==> src/rtl/clk_div_prog.sv <==
// Runtime-programmable integer clock divider: 50% duty (odd or even divisor) or
// one-cycle pulse output, a period-start tick, and glitch-free divisor updates.
module clk_div_prog #(
   parameter int WIDTH       = 8,
   parameter int DEFAULT_DIV = 7
) (
   input  logic             clk,
   input  logic             rst,
   input  logic             en,
   input  logic             mode,
   input  logic [WIDTH-1:0] div_in,
   input  logic             div_wr,
   output logic             div_ack,
   output logic             div_err,
   output logic [WIDTH-1:0] div_cur,
   output logic             clk_out,
   output logic             tick
);

   logic [WIDTH-1:0] cnt_reg;
   logic [WIDTH-1:0] div_reg;
   logic [WIDTH-1:0] pend_reg;
   logic [WIDTH-1:0] hi_reg;
   logic             pend_flag_reg;
   logic             run_reg;
   logic             a_reg;
   logic             b_reg;
   logic             half_reg;
   logic             tick_reg;
   logic             ack_reg;
   logic             err_reg;

   logic [WIDTH-1:0] last_cnt;
   logic [WIDTH-1:0] cnt_inc;
   logic [WIDTH-1:0] div_next;
   logic [WIDTH-1:0] hi_next;
   logic             start;
   logic             apply;
   logic             wr_ok;
   logic             wr_bad;

   assign last_cnt = div_reg - WIDTH'(1);
   assign cnt_inc  = cnt_reg + WIDTH'(1);
   assign start    = en & (~run_reg | (cnt_reg == last_cnt));
   // Queued divisor lands on a period boundary, or immediately while stopped.
   assign apply    = pend_flag_reg & (~en | start);
   assign wr_bad   = div_wr & (div_in < WIDTH'(2));
   assign wr_ok    = div_wr & ~wr_bad;
   assign div_next = apply ? pend_reg : div_reg;
   // High cycles of A: floor(D/2) in square mode, the odd half-cycle comes from B.
   assign hi_next  = mode ? WIDTH'(1) : (div_next >> 1);

   always_ff @(posedge clk) begin
      if (rst) begin
         cnt_reg       <= '0;
         div_reg       <= WIDTH'(DEFAULT_DIV);
         pend_reg      <= '0;
         pend_flag_reg <= 1'b0;
         hi_reg        <= '0;
         run_reg       <= 1'b0;
         a_reg         <= 1'b0;
         half_reg      <= 1'b0;
         tick_reg      <= 1'b0;
         ack_reg       <= 1'b0;
         err_reg       <= 1'b0;
      end else begin
         ack_reg <= apply;
         err_reg <= wr_bad;
         if (apply) begin
            div_reg <= pend_reg;
         end
         // A write coinciding with a boundary stays pending for the next one.
         if (wr_ok) begin
            pend_reg      <= div_in;
            pend_flag_reg <= 1'b1;
         end else if (apply) begin
            pend_flag_reg <= 1'b0;
         end
         if (!en) begin
            run_reg  <= 1'b0;
            cnt_reg  <= '0;
            a_reg    <= 1'b0;
            half_reg <= 1'b0;
            tick_reg <= 1'b0;
         end else if (start) begin
            run_reg  <= 1'b1;
            cnt_reg  <= '0;
            a_reg    <= 1'b1;
            tick_reg <= 1'b1;
            hi_reg   <= hi_next;
            half_reg <= ~mode & div_next[0];
         end else begin
            cnt_reg  <= cnt_inc;
            a_reg    <= (cnt_inc < hi_reg);
            tick_reg <= 1'b0;
         end
      end
   end

   // Half-cycle extension for odd divisors in square mode.
   always_ff @(negedge clk) begin
      if (rst) begin
         b_reg <= 1'b0;
      end else begin
         b_reg <= a_reg & half_reg;
      end
   end

   assign clk_out = a_reg | (b_reg & run_reg);
   assign tick    = tick_reg;
   assign div_ack = ack_reg;
   assign div_err = err_reg;
   assign div_cur = div_reg;

endmodule
==> config.mk <==
export PLATFORM = sky130hd
export DESIGN_NAME = clk_div_prog
export DESIGN_NICKNAME = d
export VERILOG_FILES = /design/src/rtl/clk_div_prog.sv
export SDC_FILE = /design/constraint.sdc
export NUM_CORES = 1
export LEC_CHECK = 0
export BUFFER_PORTS_ARGS = -buffer_cell sky130_fd_sc_hd__clkbuf_2
export CORE_UTILIZATION = 40
export DETAILED_ROUTE_END_ITERATION = 8
export PLACE_DENSITY_LB_ADDON = 0.08
export SYNTH_ARGS = -nofsm -noshare
export SYNTH_HDL_FRONTEND = slang
export SYNTH_SLANG_ARGS = --single-unit
==> constraint.sdc <==
create_clock -name clk -period 2.18 [get_ports clk]
set_input_delay 0.327 -clock clk [delete_from_list [all_inputs] [get_ports clk]]
set_output_delay 0.327 -clock clk [all_outputs]
set_load 0.01 [all_outputs]
After elaboration in Yosys (flattened, before gate mapping)
Cells that the tools add are included.
{"block": "word_totals", "regBits": 40, "latch_bits": 0, "ram_bits": 0, "rom_bits": 0, "inputBits": 13, "out_inout_bits": 12, "word_cells": 41, "mem_count": 0}
{"block": "classes", "add_sub_neg": 2, "n_mul": 0, "div": 0, "n_lt_le_gt_ge": 2, "n_eq_ne": 1, "n_shift": 0, "mux": 6, "bitwise": 14, "reduce_logical": 4}
{"cell": "$add 8x1->8 const B", "n": 1}
{"cell": "$eq 8x8->1", "n": 1}
{"cell": "$lt 8x2->1 const B", "n": 1}
{"cell": "$lt 8x8->1", "n": 1}
{"cell": "$mux 8", "n": 1}
{"cell": "$sub 8x1->8 const B", "n": 1}
{"cell": "$and 1x1->1", "n": 7}
{"cell": "$mux 7", "n": 1}
{"cell": "$mux 1", "n": 4}
{"cell": "$not 1->1", "n": 4}
{"cell": "$or 1x1->1", "n": 3}
{"cell": "$reduce_or 3->1", "n": 1}
{"cell": "$reduce_and 2->1", "n": 1}
{"cell": "$reduce_bool 2->1", "n": 1}
{"cell": "$reduce_or 2->1", "n": 1}

Logic depth before layout (Yosys ltp)
{"block": "logic_depth", "ltp_word": 8, "ltp_mapped": 9, "mapped_depth_nobuf": 9}

==> reports/qor.yml <==
run_status:
  status: "complete, but fails checks"
  violations: "setup timing"
sta:
  setup_slack_ns: -0.127
  fin_setup_tns_ns: -0.175
  rsz0062_at_grt: "yes"
  setup_viol: 2
  slew_headroom_pct: 75.3
  tightestPinTransition_ns: 0.369
  hold_viol: 0
  fin_worst_skew_ns: 0.0546
  slew_viol_final: 0
cts:
  cts_made_buffers: 5
  cts_tree: "done"
  cts_sinks: 39
  clk_pin_slew_ns: 0.07
  root_buffer: "clkbuf_8"
  clockBufferDepth: 2
  clock_latency_ns: 0.33
  cts.htree.levels: 2
synthesis:
  synth.largest_area_cell: "dfxtp_1"
  synth_top_flop_cell: "dfxtp_1"
  synth_nets: 215
  yosysUniqueCellTypes: 40
  ys_warn_count: 0
  netlist_area_um2: 1780
  ys_seq_area_share_pct: 43.9
  synth_edf_count: 0
  async_reset_ff_share_pct: 0
  syn-instance-count: 194
  synth_top_area_share_pct: 43.9
  synth_area_leaders: "dfxtp_1, ha_1, mux2i_1"
  syn_avg_cell_area_um2: 9.17
  ys_ff_latch: 39
grt:
  grt_max_degree: 24
  grt_overflow: 0
  track_usage_pct: 20.1
  antenna_found_initial: 0
  grt_pass1_vias: 1435
  grt_first_pass_wirelength_mm: 6.81
place:
  place.gp.congestion: 0.863
  dpl.hpwl_mm: 3.13
  placed_cell_area_um2: 2040
  io_buffer_count: 24
power:
  power_frac_comb_pct: 13.1
  p_leak_nw: 0.989
  power_frac_seq_pct: 53.9
  clkPwrFrac_pct: 33.0
  power.density_nw_per_um2: 617
  power_mw: 1.42
  internal_power_mw: 1.05
  ir_worst_vdd_uv: 504
  p_sw_uw: 363
  p_sw_share_pct: 25.6
detailed_routing:
  wl_mm: 4.24
  num_vias: 1498
  route.detailed.drc: 0
  ant_nets: 0
  via_per_inst: 5.13
  drtIter0Drc: 83
  routedWlPerCell_um: 14.5
  first_pass_iters: 5
critical_path:
  reg2reg_setup_slack_ns: -0.05
  required_ns: 1.85
  cp_max_fo: 1
  endpoint_kind: "primary output"
  worstSetupStartpointType: "register"
  critPathKind: "register to primary output"
  cp_data_arrival_time_ns: 1.98
floorplanning:
  io_pins: 25
  die_x_um: 68.7
  initial_core_util_pct: 42.9
  die_area_um2: 4720
  std_cell_rows: 23
  die_y_um: 68.7
  coreArea_um2: 4140
hold_path:
  hp-class: "input pin to register"
final_layout:
  final_layout_size_suffix_gt1_share_pct: 32.2
  area_delta_synth_final_pct: 29.3
  finalNetCount: 262
  final_area_um2: 2300
  fillCellCount: 413
  antenna_cells: 0
run:
  max-cap-violations: 0
[per-layer routing]
layer / global-route usage, % / vias up / wire [µm]
met1: 25.0 / 694 / 1910
li1: - / 753 / -
met5: 0 / - / 0
met4: 6.38 / 0 / 88
met3: 5.43 / 13 / 170
met2: 33.6 / 38 / 2070
[repair_timing]
| action | in CTS | in global routing |
|---|---|---|
| gates cloned | 0 | 1 |
| setup endpoints to repair | 17 | 27 |
| buffers inserted | 1 | 6 |
| resized for setup | 10 | 16 |
| pin swaps | 2 | 3 |
| hold buffers | 0 | 0 |
[per-stage QoR]
stage	hold WS (ns)	util [%]	std cells	setup WS [ns]
6_report	0.272	55.5	292	-0.127
5_1_grt	0.264	55.5	292	-0.172
4_1_cts	0.270	52.5	285	-0.131
3_5_place_dp	0.452	49.3	276	-0.105
3_3_place_gp	0.452	49.3	276	-0.0226
2_1_floorplan	0.419	-	194	0.0118
[cell usage in the layout, fill, tap and decap left out, types with 2 or more instances in the layout]
cell        n
mux2i_1     3
dfxtp_2     3
o2bb2ai_2   2
nand2_1    18
nor3_2      3
dfxtp_1    35
clkbuf_8    5
nor2b_1     5
o21a_1      3
o21ai_0     2
buf_4      21
nor2_1     19
nand2b_1    6
xnor2_1     5
nand3_1     5
xor2_1      8
o22ai_1     2
inv_1      15
a21oi_1     8
nor3b_1     2
ha_1        8
o21ai_4     2
clkbuf_1    2
o2bb2ai_1   4
mux2i_2     6
and2_4      2
clkbuf_2   24
[power by group through the flow]
stage	combinational, mW	sequential, mW	clock (mW)
after global placement	0.151	0.774	0.00574
after global routing	0.205	0.766	0.513
after floorplan	0.0909	0.775	0.00574
after detailed placement	0.153	0.776	0.00574
final	0.186	0.764	0.468
after CTS	0.161	0.761	0.474
[cells by family after synthesis]
| family | Yosys count | synth area share (%) |
|---|---|---|
| DFF | 39 | 43.9 |
| muxes | 9 | 5.06 |
| adders and majority gates | 8 | 5.63 |
| buffers and inverters | 21 | 4.92 |
| and+or+nand+nor | 72 | 19.7 |
| xor gates and xnor gates | 14 | 6.89 |
| AOI/OAI and AO/OA | 31 | 13.9 |
[layout make-up]
| cell class | count | area (µm²) | area share (%) |
|---|---|---|---|
| clock buffer | 7 | 76.3 | 3.32 |
| timing repair buffer | 45 | 278 | 12.1 |
| clock inverter | 2 | 8.76 | 0.381 |
| inverter | 14 | 52.6 | 2.29 |
| tap | 50 | 62.6 | 2.72 |
| sequential | 39 | 788 | 34.3 |
| multi-input combinational | 135 | 1030 | 44.9 |
[synthesized netlist by cell type, types with 2 or more instances]
cell type / instances
a21oi_1: 8
and2_1: 2
clkbuf_1: 4
dfxtp_1: 39
ha_1: 8
inv_1: 15
mux2i_1: 9
nand2_1: 19
nand2b_1: 6
nand3_1: 5
nor2_1: 20
nor2b_1: 5
nor3_1: 4
nor3b_1: 3
o21a_1: 3
o21ai_0: 2
o22ai_1: 2
o2bb2ai_1: 6
xnor2_1: 6
xor2_1: 8
[worst paths after layout]
check	end	cells past startpoint	start
worst max-delay path	clk_out	2	b_reg$_SDFF_NP0_
worst min-delay path	pend_reg[7]$_SDFFE_PP0P_	3	div_in[7]
worst max register to register	hi_reg[0]$_SDFFE_PP0P_	9	div_cur[0]$_SDFF_PP1_
worst min register to register	hi_reg[4]$_SDFFE_PP0P_	1	hi_reg[4]$_SDFFE_PP0P_
[worst max-delay path: stages, from the launching register on]
cell	delay [ns]
dfxtp_1	0.29
a21o_1	0.15
clkbuf_2	0.12
(Power assumes the default switching activity.)
